$ cat src/rtl/bist_pattern_sender.sv
// BIST pattern sender: streams TEST_CASES test patterns (PRBS, walking-one,
// checkerboard or all-ones/all-zeros) onto the channel bus, then bypasses
// functional traffic once the run is complete.
module bist_pattern_sender #(
  parameter int unsigned TEST_CHANNELS = 70,
  parameter logic [31:0] SEED          = 32'hdeadbeef,
  parameter int unsigned TEST_CASES    = 1000
) (
  input  logic                     clk,
  input  logic                     reset,
  input  logic                     start,
  input  logic                     abort,
  input  logic [1:0]               mode,
  input  logic                     stall,
  input  logic [TEST_CHANNELS-1:0] input_channels,
  output logic [TEST_CHANNELS-1:0] output_channels,
  output logic                     pattern_valid,
  output logic                     busy,
  output logic                     ready,
  output logic [31:0]              patterns_sent
);

  localparam int unsigned TW = TEST_CHANNELS;
  localparam int unsigned IW = (TEST_CHANNELS > 1) ? $clog2(TEST_CHANNELS) : 1;
  localparam int unsigned CW = 32;
  localparam logic [31:0]   LFSR_TAPS = 32'h80200003;
  localparam logic [CW-1:0] LAST_COUNT = CW'(TEST_CASES);
  localparam logic [IW-1:0] IDX_LAST = IW'(TEST_CHANNELS - 1);

  typedef enum logic [1:0] {S_IDLE, S_RUN, S_DONE} state_t;
  typedef enum logic [1:0] {PAT_PRBS, PAT_WALK, PAT_CHECKER, PAT_ALT} pat_t;

  // Even-bit mask (...0101) used by the checkerboard pattern.
  function automatic logic [TW-1:0] even_bits();
    logic [TW-1:0] m;
    m = '0;
    for (int i = 0; i < int'(TW); i += 2) m[i] = 1'b1;
    return m;
  endfunction

  localparam logic [TW-1:0] EVEN_MASK = even_bits();

  state_t        state_q, state_d;
  pat_t          mode_q;
  logic [CW-1:0] count_q;
  logic [TW-1:0] test_q;
  logic [31:0]   lfsr_q;
  logic [IW-1:0] idx_q;

  logic          start_go;
  logic          advance;
  logic [TW-1:0] next_pat;
  logic [31:0]   lfsr_next;
  logic [IW-1:0] idx_next;

  // State register.
  always_ff @(posedge clk or posedge reset) begin
    if (reset) state_q <= S_IDLE;
    else       state_q <= state_d;
  end

  // Next-state logic; abort dominates, start only honoured outside RUN.
  always_comb begin
    state_d  = state_q;
    start_go = 1'b0;
    advance  = 1'b0;
    if (abort) begin
      state_d = S_IDLE;
    end else begin
      case (state_q)
        S_IDLE, S_DONE: begin
          if (start) begin
            state_d  = S_RUN;
            start_go = 1'b1;
          end
        end
        S_RUN: begin
          if (!stall) begin
            if (count_q == LAST_COUNT) state_d = S_DONE;
            else                       advance = 1'b1;
          end
        end
        default: state_d = S_IDLE;
      endcase
    end
  end

  // Next pattern for the latched mode; phase comes from the count parity.
  always_comb begin
    lfsr_next = lfsr_q[0] ? ((lfsr_q >> 1) ^ LFSR_TAPS) : (lfsr_q >> 1);
    idx_next  = (idx_q == IDX_LAST) ? '0 : idx_q + IW'(1);
    next_pat  = '0;
    case (mode_q)
      PAT_PRBS:    next_pat = TW'({test_q, lfsr_q});
      PAT_WALK:    next_pat = TW'(1) << idx_q;
      PAT_CHECKER: next_pat = count_q[0] ? ~EVEN_MASK : EVEN_MASK;
      PAT_ALT:     next_pat = count_q[0] ? '0 : '1;
      default:     next_pat = '0;
    endcase
  end

  // Pattern datapath: count, shift register, LFSR and walking index.
  always_ff @(posedge clk or posedge reset) begin
    if (reset) begin
      count_q <= '0;
      test_q  <= '0;
      lfsr_q  <= SEED;
      idx_q   <= '0;
      mode_q  <= PAT_PRBS;
    end else if (abort) begin
      count_q <= '0;
      test_q  <= '0;
    end else if (start_go) begin
      count_q <= '0;
      test_q  <= '0;
      lfsr_q  <= SEED;
      idx_q   <= '0;
      mode_q  <= pat_t'(mode);
    end else if (advance) begin
      count_q <= count_q + CW'(1);
      test_q  <= next_pat;
      if (mode_q == PAT_PRBS) lfsr_q <= lfsr_next;
      if (mode_q == PAT_WALK) idx_q  <= idx_next;
    end
  end

  // Output mux: zeros when idle, pattern while running, bypass when done.
  always_comb begin
    output_channels = '0;
    case (state_q)
      S_RUN:   output_channels = test_q;
      S_DONE:  output_channels = input_channels;
      default: output_channels = '0;
    endcase
  end

  assign pattern_valid = (state_q == S_RUN) && (count_q != '0);
  assign busy          = (state_q == S_RUN);
  assign ready         = (state_q == S_DONE);
  assign patterns_sent = count_q;

endmodule

$ cat config.mk
export PLATFORM = sky130hd
export DESIGN_NAME = bist_pattern_sender
export DESIGN_NICKNAME = d
export VERILOG_FILES = /design/src/rtl/bist_pattern_sender.sv
export SDC_FILE = /design/constraint.sdc
export NUM_CORES = 1
export LEC_CHECK = 0
export ABC_AREA = 0
export CORE_ASPECT_RATIO = 1.75
export CORE_MARGIN = 5
export CORE_UTILIZATION = 56
export DETAILED_ROUTE_END_ITERATION = 8
export GPL_TIMING_DRIVEN = 0
export PLACE_DENSITY = 0.86
export SYNTH_ARGS = -nofsm -noshare
export SYNTH_HDL_FRONTEND = slang
export SYNTH_SLANG_ARGS = --single-unit
$ cat constraint.sdc
create_clock -name clk -period 11.9 [get_ports clk]
set_input_delay 2.38 -clock clk [delete_from_list [all_inputs] [get_ports clk]]
set_output_delay 2.38 -clock clk [all_outputs]
set_load 0.01 [all_outputs]
# ---- Word-level counts from Yosys, hierarchy flattened
# Cells that the tools add are included.
dict set report totals {
  regBits 145
  inputBits 77
  output_inout_bits 105
  word_cells 64
}
dict set report op_classes {
  addsub 2
  eq_ne 10
  n_shift 1
  n_mux 30
  n_bitwise 2
  n_reduce_logical 13
}
# operator count
set op_table {}
lappend op_table {{$mux W70} 5}
lappend op_table {{$pmux W70 S4} 1}
lappend op_table {{$mux W32} 7}
lappend op_table {{$pmux W70 S2} 1}
lappend op_table {{$shl A1 B7 Y70 const A} 1}
lappend op_table {{$add A32 B1 Y32 const B} 1}
lappend op_table {{$eq A32 B10 Y1 const B} 1}
lappend op_table {{$reduce_bool A32 Y1} 1}
lappend op_table {{$mux W7} 4}
lappend op_table {{$reduce_and A3 Y1} 3}
lappend op_table {{$mux W2} 4}
lappend op_table {{$add A7 B1 Y7 const B} 1}
lappend op_table {{$eq A7 B7 Y1 const B} 1}
lappend op_table {{$mux W1} 7}
lappend op_table {{$eq A2 B2 Y1 const B} 3}
lappend op_table {{$ne A3 B3 Y1 const B} 2}
lappend op_table {{$reduce_bool A2 Y1} 3}
lappend op_table {{$eq A2 B1 Y1 const B} 2}
lappend op_table {{$logic_not A2 Y1} 2}
lappend op_table {{$not A3 Y4} 1}
lappend op_table {{$pmux W2 S2} 1}
lappend op_table {{$ne A3 B2 Y1 const B} 1}
lappend op_table {{$reduce_bool A3 Y1} 1}
lappend op_table {{$reduce_and A2 Y1} 1}
lappend op_table {{3 further kinds} 3}

# ---- Depth between registers and ports, before layout
# Gate-level depths: netlist (run 1).
dict set report depth {
  ltp_word 8
  depth_mapped 10
}

# ---- Worst setup path before layout (run 1)
# OpenSTA, ideal clock, no wires.
dict set report synth_path {
  kind {input port to output port}
  start {in input_channels[62]}
  end {out output_channels[62]}
  arrival_time_ns 2.651
  required_ns 9.520
  slack_ns 6.869
  cell_stages 2
  path_buffers 0
  cell_sequence {a22oi_1 > nor2b_1}
}
dict set report synth_via {
  elab_chain_cells 1
}
# element line_no
set synth_rtl {}
lappend synth_rtl {{start: declaration} 15} ;# input logic [TEST_CHANNELS-1:0] input_channels,
lappend synth_rtl {{$pmux W70 S2} 130} ;# case (state_q)
lappend synth_rtl {{end: declaration} 16} ;# output logic [TEST_CHANNELS-1:0] output_channels,
# No other way between the ends.

# ---- Worst setup path after layout (run 1)
dict set report layout_path {
  start {in input_channels[64]}
  end {out output_channels[64]}
}
# The elaborated chain is that of the path after synthesis.

==> results of run 1 <==
[area by class of cell]
type	instances	area (sq um)	area share (%)
Multi-Input combinational cell	745	4640	40.6
Sequential cell	145	3660	32.1
Timing Repair Buffer	182	1840	16.1
Clock buffer	17	425	3.73
Buffer	102	397	3.48
Tap cell	186	233	2.04
Clock inverter	15	165	1.45
Inverter	14	57.6	0.504
[per-stage QoR]
stage	instances	utilization, %	hold WS [ns]	setup slack, ns	instance area, sq um
floorplan	1006	-	0.469	5.67	8750
global placement	1373	70.1	0.487	3.71	10800
detailed placement	1374	70.3	0.492	5.86	10800
CTS	1406	74.2	0.510	5.86	11400
global route	1406	74.2	0.532	5.79	11400
finish	1406	74.2	0.502	5.85	11400
[worst paths after layout]
kind	start	endpoint	depth (start not counted)
worst min register to register	test_q[65]	test_q[65]	2
worst min-delay path	test_q[65]	test_q[65]	2
worst max-delay path	input_channels[64]	output_channels[64]	4
worst max register to register	patterns_sent[22]	test_q[34]	8
max in group asynchronous	reset	lfsr_q[25]	3
min in group asynchronous	reset	test_q[64]	2
[metal layers]
metal	share of wire, %	vias to the layer above	global-route usage [%]
li1	-	4191	-
met1	34	4480	37.5
met2	51	492	62.8
met3	6.3	139	5.92
met4	8.2	0	27.2
met5	0	-	0
[cell usage in the layout, fill, tap and decap left out, types with 4 or more instances in the layout]
cell               n
a211oi_1           9
a21oi_1           40
a221oi_1          31
a22oi_1           70
a31oi_1            5
and3_1            10
buf_1              6
buf_2             11
clkbuf_1          85
clkbuf_16         17
clkdlybuf4s50_1  181
dfrtp_1          121
dfstp_2           24
ha_1              11
inv_1             12
inv_8              6
mux2i_1           13
nand2_1           66
nand2b_1           8
nand3_1           99
nand4_1            8
nor2_1            55
nor2b_1           75
nor3_1            15
nor3b_1            4
nor4_1            12
o2111ai_1         31
o21ai_0           60
o221ai_1           4
o31ai_1           46
or2_2              6
or3_1             15
or4_1              9
xnor2_1           13
xor2_1             6
[sequential cells by signal, summed over array words and instances, names as in the netlist]
name and flops:
idx_q 7, lfsr_q 32, mode_q 2, patterns_sent 32, state_q 2, test_q 70
[worst max-delay path, stage by stage]
cell             delay (ns)
clkdlybuf4s50_1        0.47
a22oi_1                0.09
nor2b_1                0.16
clkdlybuf4s50_1        0.57
[cell families (layout without fill, tap and decap cells)]
logic type / Yosys count / after routing / synth area share (%)
muxes: 13 / 13 / 1.49
buffers and inverters: 116 / 330 / 5.14
xor gates and xnor gates: 19 / 19 / 1.90
DFF: 145 / 145 / 41.8
adders and majority gates: 11 / 11 / 1.57
AOI/OAI and AO/OA: 307 / 307 / 24.4
and+or+nand+nor: 395 / 395 / 23.6
[power by group]
group	switching (mW)	total (mW)	internal (mW)
registers	0.0485	0.596	0.548
clock network	0.247	0.528	0.281
logic	0.454	0.660	0.206
==> results.sh, run 1 <==
export IMPL_path_class="input port to output port"
export IMPL_grt_max_degree=88
export IMPL_clk_latency_ns=0.44
export IMPL_drt_wl_total_microns=33200
export IMPL_synth_common_cells="dfrtp_1, nand3_1, clkbuf_1"
export IMPL_power_mw=1.78
export IMPL_fmax_mhz=165
export IMPL_grt_overflow_total=0
export IMPL_first_global_vias=9374
export IMPL_dr_pass1_iters=7
export IMPL_ir_worst_vdd_uv=105
export IMPL_dpl_hpwl_microns=25400
export IMPL_grt_usage_pct=35.7
export IMPL_finalNetCount=1295
export IMPL_netlist_area_sq_um=8750
export IMPL_cts_tree="yes"
export IMPL_synth_yosys_warnings=0
export IMPL_p_leak_nw=4.13
export IMPL_max_cap_viol_count=0
export IMPL_vias_per_cell=6.62
export IMPL_grt_pass1_wl_microns=51600
export IMPL_antenna_found_initial=0
export IMPL_synth_most_common_cell="dfrtp_1"
export IMPL_finalSetupTns_ns=0
export IMPL_crit_fanout=1
export IMPL_rsz0062_at_grt="false"
export IMPL_portBuffers=181
export IMPL_crit_path_start_kind="input port"
export IMPL_setup_viol=0
export IMPL_ys_ff_latch=145
export IMPL_synth_edff_count=0
export IMPL_pin_count=182
export IMPL_wl_per_cell_microns=23.6
export IMPL_drv_slew=0
export IMPL_die_w_microns=104
export IMPL_die_area_sq_um=18300
export IMPL_synth_area_per_cell_sq_um=8.69
export IMPL_tightest_slew_ns=1.14
export IMPL_synth_top_cell_by_area="dfrtp_1"
export IMPL_gp_congestion=1.02
export IMPL_cts_buffer_depth=2
export IMPL_synthTopCellsByArea="dfrtp_1, dfstp_2, a22oi_1, nand3_1, nor2b_1"
export IMPL_drt_iter0_drc=795
export IMPL_fillers=1197
export IMPL_period_minus_slack_ns=6.05
export IMPL_chipHeight_microns=175
export IMPL_async_flop_share_pct=100
export IMPL_worstHoldPathType="flip-flop to flip-flop"
export IMPL_end_kind="output port"
export IMPL_diodes=0
export IMPL_htreeDepth=4
export IMPL_path_clk_slew_ns=0.07
export IMPL_cts_buffers=17
export IMPL_root_buffer="clkbuf_16"
export IMPL_powerDensity_nw_per_um2=156
export IMPL_ys_seq_area_share_pct=41.8
export IMPL_outcome="finished, final reports clean"
export IMPL_min_period_over_period_pct=50.8
export IMPL_cp_required_ns=9.52
export IMPL_reg2reg_slack_ns=7.89
export IMPL_cts_repair_resize_count=0
export IMPL_postSynthCellCount=1006
export IMPL_final_hold_violation_count=0
export IMPL_core_sq_um=15400
export IMPL_postCtsHoldBufs=0
export IMPL_yosys_cell_types_count=49
export IMPL_yosys_most_used_dff="dfrtp_1"
export IMPL_start_util_pct=56.8
export IMPL_antenna_left=0
export IMPL_slew_headroom_pct=23.1
export IMPL_rows=60
export IMPL_area_growth_pct=30.5
export IMPL_syn_num_nets=1094
export IMPL_post_route_drc_count=0
export IMPL_layout_drive_gt1_share_pct=6.23
export IMPL_cts_setup_buffers=0
export IMPL_synth_top_area_share_pct=34.6
export IMPL_cp_arrival_ns=3.67
export IMPL_via_count=9302
export IMPL_cts_num_sinks=145
export IMPL_clock_skew_ns=0.0131
(Power assumes the default switching activity.)
==> run 2, diff against run 1 <==
--- a/config.mk
+++ b/config.mk
@@ -8,10 +8,10 @@
 export ABC_AREA = 0
 export CORE_ASPECT_RATIO = 1.75
 export CORE_MARGIN = 5
-export CORE_UTILIZATION = 56
+export CORE_UTILIZATION = 47
 export DETAILED_ROUTE_END_ITERATION = 8
 export GPL_TIMING_DRIVEN = 0
-export PLACE_DENSITY = 0.86
+export PLACE_DENSITY = 0.77
 export SYNTH_ARGS = -nofsm -noshare
 export SYNTH_HDL_FRONTEND = slang
 export SYNTH_SLANG_ARGS = --single-unit
==> constraint.sdc (replaced) <==
create_clock -name clk -period 5.5 [get_ports clk]
set_input_delay 1.1 -clock clk [delete_from_list [all_inputs] [get_ports clk]]
set_output_delay 1.1 -clock clk [all_outputs]
set_load 0.01 [all_outputs]
==> run 2 against run 1 <==
Against the previous run:
- combinational power is 110% higher
- largest cell class unchanged
- core utilization is 12 points lower
- via count is 1.5% lower
- critical endpoint is now output_channels[4]
==> results.sh, run 2 (synthesis results as in run 1) <==
export IMPL_hold_worst_slack_ns=0.504
export IMPL_preCtsSetupSlack_ns=1.20
export IMPL_cts_setup_buffers=0
export IMPL_diodes=0
export IMPL_drv_slew=0
export IMPL_power_frac_comb_pct=36.7
export IMPL_root_buffer="clkbuf_16"
export IMPL_post_route_drc_count=0
export IMPL_ff2ff_path_depth=8
export IMPL_cts_num_sinks=145
export IMPL_cp_required_ns=4.40
export IMPL_drt_wl_total_microns=33400
export IMPL_clk_latency_ns=0.44
export IMPL_final_common_cell="clkdlybuf4s50_1"
export IMPL_antenna_found_initial=0
export IMPL_min_from="test_q[58]"
export IMPL_chipHeight_microns=190
export IMPL_switchingPower_mw=1.57
export IMPL_r2r_end="test_q[21]"
export IMPL_core_sq_um=18500
export IMPL_p_int_mw=2.26
export IMPL_period_minus_slack_ns=4.32
export IMPL_fmax_mhz=232
export IMPL_grt_overflow_total=0
export IMPL_grt_pass1_wl_microns=52300
export IMPL_crit_path_start_kind="flip-flop"
export IMPL_portBuffers=181
export IMPL_setup_viol=0
export IMPL_switching_share_pct=41.0
export IMPL_tightest_slew_ns=1.04
export IMPL_reg2reg_slack_ns=1.79
export IMPL_die_area_sq_um=21500
export IMPL_path_clk_slew_ns=0.06
export IMPL_dpl_hpwl_microns=25800
export IMPL_htreeDepth=4
export IMPL_slew_headroom_pct=29.5
export IMPL_r2r_start="patterns_sent[22]"
export IMPL_pin_count=182
export IMPL_vias_per_cell=6.28
export IMPL_wl_per_cell_microns=22.9
export IMPL_gp_congestion=0.993
export IMPL_start_util_pct=47.3
export IMPL_cp_arrival_ns=3.22
export IMPL_fin_ws_ns=1.18
export IMPL_ff_latch_area_sq_um=3660
export IMPL_ir_worst_vdd_uv=241
export IMPL_worstHoldPathType="flip-flop to flip-flop"
export IMPL_area_growth_pct=31.1
export IMPL_min_period_over_period_pct=78.5
export IMPL_hold_path_depth=2
export IMPL_die_w_microns=113
export IMPL_crit_fanout=10
export IMPL_fillers=1641
export IMPL_clkPwrFrac_pct=29.7
export IMPL_dr_pass1_iters=5
export IMPL_cts_tree="yes"
export IMPL_rsz0062_at_grt="false"
export IMPL_path_class="flip-flop to output port"
export IMPL_layout_drive_gt1_share_pct=6.23
export IMPL_cts_buffer_depth=2
export IMPL_postCtsHoldBufs=0
export IMPL_final_hold_violation_count=0
export IMPL_finalNetCount=1295
export IMPL_p_leak_nw=4.13
export IMPL_whs_endpoint="test_q[58]"
export IMPL_clock_skew_ns=0.0135
export IMPL_max_cap_viol_count=0
export IMPL_grt_usage_pct=31.1
export IMPL_via_count=9163
export IMPL_rows=66
export IMPL_powerDensity_nw_per_um2=334
export IMPL_largest_register="test_q"
export IMPL_outcome="finished, final reports clean"
export IMPL_sequentialPowerShare_pct=33.7
export IMPL_first_global_vias=9376
export IMPL_largest_reg_flops=70
export IMPL_mostFrequentLayoutCells="clkdlybuf4s50_1, dfrtp_1, nand3_1"
export IMPL_cts_buffers=17
export IMPL_power_mw=3.83
export IMPL_drt_iter0_drc=558
export IMPL_end_kind="output port"
export IMPL_antenna_left=0
export IMPL_grt_max_degree=74
export IMPL_cts_repair_resize_count=0
export IMPL_multi_input_area_sq_um=4640
==> run 2: area by class of cell <==
cell class / instances / share of cell area, %
buffer: 102 / 3.46
clock buffer: 19 / 4.05
clock inverter: 13 / 0.971
inverter: 14 / 0.502
multi-input combinational: 745 / 40.5
sequential: 145 / 31.9
tap: 238 / 2.60
timing repair buffer: 182 / 16.0
==> run 2: power groups by stage <==
stage                     Clock [mW]  Combinational (mW)  Sequential (mW)
after CTS                       1.15                1.38             1.28
after detailed placement           0                1.37             1.30
after floorplan                    0               0.895             1.25
after global placement             0                1.35             1.30
final                           1.14                1.40             1.29
after global routing            1.19                1.51             1.30
==> run 2: worst max-delay path by stage <==
stage	startpoint	to
after floorplan	reset	idx_q[0]
after global placement	reset	lfsr_q[4]
after detailed placement	abort	lfsr_q[6]
after CTS	state_q[1]	output_channels[4]
after global routing	state_q[1]	output_channels[4]
final	state_q[1]	output_channels[4]
==> run 2: critical path, cell delays in order, from the launching register on <==
cell and delay (ns):
dfrtp_1 0.39, inv_1 0.09, ha_1 0.22, clkbuf_1 0.49
clkbuf_1 0.63, a22oi_1 0.19, nor2b_1 0.20, clkdlybuf4s50_1 0.57
==> run 2: layer usage <==
metal / share of wire [%] / GRT usage (%)
met1: 35 / 32.5
met3: 5.7 / 5.37
met5: 0 / 0
met2: 53 / 56.3
met4: 7.0 / 20.3
==> run 2: metrics by stage <==
stage	util [%]	std cells	instance area (sq um)	TNS, ns
after floorplan	-	1006	8750	0
after global placement	58.7	1425	10900	-188.78
after detailed placement	58.9	1426	10900	0
after CTS	62.0	1458	11500	0
after global routing	62.0	1458	11500	0
final	62.0	1458	11500	0
==> run 3, diff against run 2 <==
==> constraint.sdc (replaced) <==
create_clock -name clk -period 3.9 [get_ports clk]
set_input_delay 0.78 -clock clk [delete_from_list [all_inputs] [get_ports clk]]
set_output_delay 0.78 -clock clk [all_outputs]
set_load 0.01 [all_outputs]
==> run 3 against run 2 <==
Against the previous run:
- wire length increased by 1.9%
- setup slack got worse by 0.97 ns
- via count grew 1.0%
- critical endpoint is now output_channels[55]
- largest cell class unchanged
==> results.sh, run 3 (synthesis results as in run 1) <==
export IMPL_die_w_microns=113
export IMPL_dpl_hpwl_microns=26200
export IMPL_post_route_drc_count=0
export IMPL_ff2ff_path_depth=10
export IMPL_postCtsHoldBufs=0
export IMPL_power_frac_comb_pct=36.2
export IMPL_start_util_pct=47.3
export IMPL_rsz0062_at_grt="false"
export IMPL_whs_endpoint="test_q[63]"
export IMPL_max_cap_viol_count=0
export IMPL_core_sq_um=18500
export IMPL_end_kind="output port"
export IMPL_multi_input_area_sq_um=4640
export IMPL_grt_pass1_wl_microns=52900
export IMPL_dp_cells=1429
export IMPL_r2r_end="test_q[24]"
export IMPL_dr_pass1_iters=5
export IMPL_pin_count=182
export IMPL_p_leak_nw=4.20
export IMPL_crit_fanout=10
export IMPL_antenna_left=0
export IMPL_fmax_mhz=272
export IMPL_portBuffers=181
export IMPL_crit_path_start_kind="flip-flop"
export IMPL_drv_slew=0
export IMPL_clk_latency_ns=0.44
export IMPL_grt_usage_pct=31.6
export IMPL_cts_setup_buffers=0
export IMPL_vias_per_cell=6.34
export IMPL_cp_arrival_ns=2.90
export IMPL_min_period_over_period_pct=94.4
export IMPL_grt_max_degree=43
export IMPL_postLayoutCellArea_sq_um=11600
export IMPL_chipHeight_microns=190
export IMPL_outcome="finished, final reports clean"
export IMPL_cp_required_ns=3.12
export IMPL_power_mw=5.53
export IMPL_powerDensity_nw_per_um2=478
export IMPL_min_from="test_q[63]"
export IMPL_preCtsSetupSlack_ns=0.0847
export IMPL_clkPwrFrac_pct=30.8
export IMPL_final_util_pct=62.5
export IMPL_fillers=1651
export IMPL_mostFrequentLayoutCells="clkdlybuf4s50_1, dfrtp_1, nand3_1"
export IMPL_finalNetCount=1298
export IMPL_final_hold_violation_count=0
export IMPL_diodes=0
export IMPL_grt_overflow_total=0
export IMPL_root_buffer="clkbuf_16"
export IMPL_drt_wl_total_microns=34000
export IMPL_slew_headroom_pct=24.6
export IMPL_largest_register="test_q"
export IMPL_cts_num_sinks=145
export IMPL_placed_area_sq_um=10900
export IMPL_reg2reg_slack_ns=0.39
export IMPL_die_area_sq_um=21500
export IMPL_htreeDepth=4
export IMPL_switchingPower_mw=2.25
export IMPL_cts_tree="yes"
export IMPL_rows=66
export IMPL_gp_congestion=0.974
export IMPL_first_global_vias=9609
export IMPL_cts_buffer_depth=2
export IMPL_r2r_start="patterns_sent[0]"
export IMPL_tightest_slew_ns=1.13
export IMPL_switching_share_pct=40.7
export IMPL_finalSetupTns_ns=0
export IMPL_instances_no_fill=1461
export IMPL_fin_ws_ns=0.217
export IMPL_sequentialPowerShare_pct=33.0
export IMPL_clock_skew_ns=0.0140
export IMPL_layout_drive_gt1_share_pct=7.52
export IMPL_setup_viol=0
export IMPL_drt_iter0_drc=561
export IMPL_path_clk_slew_ns=0.06
export IMPL_antenna_found_initial=0
export IMPL_wl_per_cell_microns=23.3
export IMPL_ff_latch_area_sq_um=3660
export IMPL_worstHoldPathType="flip-flop to flip-flop"
export IMPL_via_count=9257
export IMPL_final_common_cell="clkdlybuf4s50_1"
export IMPL_path_class="flip-flop to output port"
export IMPL_p_int_mw=3.28
export IMPL_hold_worst_slack_ns=0.508
export IMPL_largest_reg_flops=70
export IMPL_area_growth_pct=32.1
export IMPL_cts_buffers=17
export IMPL_period_minus_slack_ns=3.68
export IMPL_ir_worst_vdd_uv=365
export IMPL_hold_path_depth=2
run 3: changes by cell type in the layout (fill, tap and decap cells not counted), moves of 2 or more:
cell	change
clkbuf_1	-12
clkinv_4	-2
clkinvlp_4	+3
inv_4	-2
clkbuf_2	+12
buf_12	+4
bufinv_16	+2
run 3: area by class of cell:
type | instances | share of cell area [%]
plain buffers | 102 | 3.56
clock buffers | 17 | 3.68
clock inverters | 15 | 1.49
inverters | 14 | 0.487
multi-input cells | 745 | 40.2
flip-flops and latches | 145 | 31.7
well taps | 238 | 2.58
repair buffers | 185 | 16.4
run 3: worst max-delay path by stage:
stage / from / slack, ns / endpoint / cells past startpoint
5_1_grt: state_q[0] / 0.05 / output_channels[24] / 7
6_report: state_q[0] / 0.22 / output_channels[55] / 7
4_1_cts: state_q[1] / 0.002 / output_channels[62] / 7
3_3_place_gp: reset / -0.02 / lfsr_q[8] / 2
2_1_floorplan: abort / 1.14 / patterns_sent[31] / 6
3_5_place_dp: abort / 0.08 / patterns_sent[31] / 7
run 3: critical path: stages (launching register included):
cell             delay, ns
dfrtp_1               0.39
inv_1                 0.10
ha_1                  0.17
clkbuf_1              0.40
clkbuf_1              0.52
a22oi_1               0.19
nor2b_1               0.15
clkdlybuf4s50_1       0.54
run 3: power by group through the flow:
stage | combinational [mW] | clock (mW) | sequential, mW
floorplan | 1.26 | 0 | 1.77
CTS | 1.95 | 1.70 | 1.81
finish | 2.00 | 1.70 | 1.82
global placement | 1.91 | 0 | 1.84
global route | 2.16 | 1.76 | 1.83
detailed placement | 1.93 | 0 | 1.84
run 3: timing repair:
action / in CTS / in global routing
cloned: 0 / 0
endpoints found under the hold margin: 0 / 0
gates resized for setup: 3 / 19
endpoints found under the setup margin: 25 / 79
run 3: per-layer routing:
| metal | track usage (%) | up-vias | wire, microns |
|---|---|---|---|
| met5 | 0 | - | 0 |
| met3 | 6.19 | 134 | 2000 |
| met2 | 56.0 | 416 | 17800 |
| li1 | - | 4188 | - |
| met1 | 32.8 | 4519 | 11700 |
| met4 | 22.9 | 0 | 2560 |
==> patch: new RTL, settings of run 3 <==
Change the parameter `TEST_CHANNELS` from 70 to 35.
--- a/src/rtl/bist_pattern_sender.sv
+++ b/src/rtl/bist_pattern_sender.sv
@@ -4,3 +4,3 @@
 module bist_pattern_sender #(
-  parameter int unsigned TEST_CHANNELS = 70,
+  parameter int unsigned TEST_CHANNELS = 35,
   parameter logic [31:0] SEED          = 32'hdeadbeef,
Ports: changed (resized input_channels and output_channels); port bits go from 182 to 112. The function was not compared with the original's and may differ.
==> patch against run 3 <==
  * Synthesized cell count down 27%
  * Sequential cell count is 36 lower
  * First-iteration DRC count grew 11%
  * Clock skew fell by 4.4 ps
  * Setup slack worse by 2.9 ps
  * Total power decreased by 44%
  * Area after synthesis decreased by 26%
  * Final area down 30%
  * Wire length decreased by 33%
  * Critical path type unchanged
  * Largest cell class unchanged
  * Largest power group is now sequential cells
==> patch: results (changes against run 3) <==
| Result | Reported | Change |
|---|---|---|
| Post-cts gate resize count | 0 | -3 |
| Quantity of I/O buffers inserted on ports | 111 | -39% |
| Tightest slew margin relative to the limit | 39.9% | +15 points |
| Mapped Nets | 786 | -28% |
| Largest voltage drop on the vdd net | 233 uV | -36% |
| Clock network share of area | 3.61% | -1.6 points |
| Footprint of the multi-input gates | 3420 sq um | -26% |
| Post-detail-place hpwl | 17,500 um | -33% |
| Routing usage on met2 | 50.7% | -5.3 points |
| Async set or reset register ratio after synthesis | 100% | unchanged |
| Maximum level of the CTS H-tree | 3 | -1 |
| Flip-flop count of the largest register, all copies and words added | 35 | -50% |
| Largest stage delay on the critical path | 580 ps | +40 ps |
| Sequential element share of the synthesized area | 42.5% | +0.66 points |
| Worst clock skew | 9.57 ps | -4.38 ps |
| Proportion of final cell area spent on non-clock buffers | 17.2% | -2.7 points |
| # nets final | 909 | -30% |
| Average via count per standard cell | 6.24 | -1.4% |
| Highest routing layer actually used | met4 |  |
| Met1 usage | 29.2% | -3.6 points |
| Worst-case setup slack after placement | 472 ps | +387 ps |
| Top cell types by occurrence after synthesis | dfrtp_1, a21oi_1, nor2_1, clkbuf_1, nand3_1 |  |
| Wire length on met1 | 7780 um | -33% |
| Pin count of the biggest net entering global routing | 56 | +30% |
| Proportion of total power due to net switching | 35.9% | -4.9 points |
| Result of the run | completed |  |
| Amount of wire on met2 after detailed routing | 12,100 um | -32% |
| Number of signal-net inverters in the final layout | 12 | -2 |
| Clock slew at reported path FFs | 80 ps | +20 ps |
| Filler cells | 1,248 | -24% |
| Clock buf count | 9 | -8 |
| Final estimated routing congestion in global placement | 0.970 | -0.39% |
| Sum of met3 wire segment lengths after detailed routing | 1260 um | -37% |
| Non-CTS buffers | 175 | -39% |
| Multi-input combinational cell count | 549 | -26% |
| Fraction of layout instances using a drive strength above 1 | 7.43% | -0.089 points |
| Width of the chip | 98.8 um | -13% |
| Non-filler instance count after layout | 1,035 | -29% |
| Post-DR wirelength/cell | 21.9 um | -6.0% |
| Distinct cell type count of the synthesized netlist | 56 | +14% |
| Standby leakage power | 0.00292 uW | -30% |
| Violation count after the first detailed-routing iteration | 622 | +11% |
| CTS Root Buffer Type | clkbuf_16 |  |
| Total CTS buffers | 9 | -8 |
| Global-route wire length before repair | 35,300 um | -33% |
| Area of all sequential standard cells | 2760 sq um | -25% |
| Biggest area contributors in the synthesized netlist | dfrtp_1, dfstp_2, a21oi_1 |  |
| Clk Latency, worst-skew pair | 360 ps | -80 ps |
| All-Layer GR Usage | 27.8% | -3.9 points |
patch: changes by cell type in the layout (fill, tap and decap cells not counted), sizes merged, moves of 19 or more:
cell,delta
a21oi,+36
a22oi,-35
clkbuf,-45
clkdlybuf4s50,-70
dfrtp,-36
nand2,-46
nand3,-52
nor2,+20
nor2b,-36
o2111ai,-29
o21ai,-19
o31ai,-44
patch: cells by family after synthesis:
family          count (synthesis)  share of synthesized area [%]
simple gates                  285                           24.4
mux                            14                           2.18
fa+ha+maj                      11                           2.12
compound gates                212                           20.4
buf+inv                        75                           4.78
flops                         109                           42.5
xor+xnor                       27                           3.64
patch: power groups by stage:
stage | sequential (uW) | clock [uW] | combinational (uW)
6_report | 1280 | 915 | 913
5_1_grt | 1280 | 966 | 991
4_1_cts | 1270 | 924 | 891
3_5_place_dp | 1300 | 0 | 889
3_3_place_gp | 1290 | 0 | 879
2_1_floorplan | 1270 | 0 | 608
patch: path summary, 6_finish.rpt:
| path | slack [ps] | depth (start not counted) | from | endpoint |
|---|---|---|---|---|
| setup reg to reg | 1010 | 8 | state_q[0] | patterns_sent[0] |
| setup / recovery | 210 | 7 | state_q[1] | output_channels[24] |
| hold / removal | 520 | 2 | lfsr_q[23] | lfsr_q[23] |
| hold reg to reg | 520 | 2 | lfsr_q[23] | lfsr_q[23] |
| min in group asynchronous | 880 | 2 | reset | patterns_sent[5] |
| max in group asynchronous | 2240 | 3 | reset | lfsr_q[16] |
patch: per-stage QoR:
stage	setup TNS (ps)	util [%]
global placement	-123460	58.1
detailed placement	0	58.3
CTS	0	60.5
finish	0	60.5
floorplan	0	-
global route	0	60.5
patch: worst max-delay path: cells and delay by family, from the launching register on:
family | cells | cell delay, ps
compound gates | 1 | 130
fa+ha+maj | 1 | 260
flops | 1 | 410
buf+inv | 4 | 1600
simple gates | 1 | 140
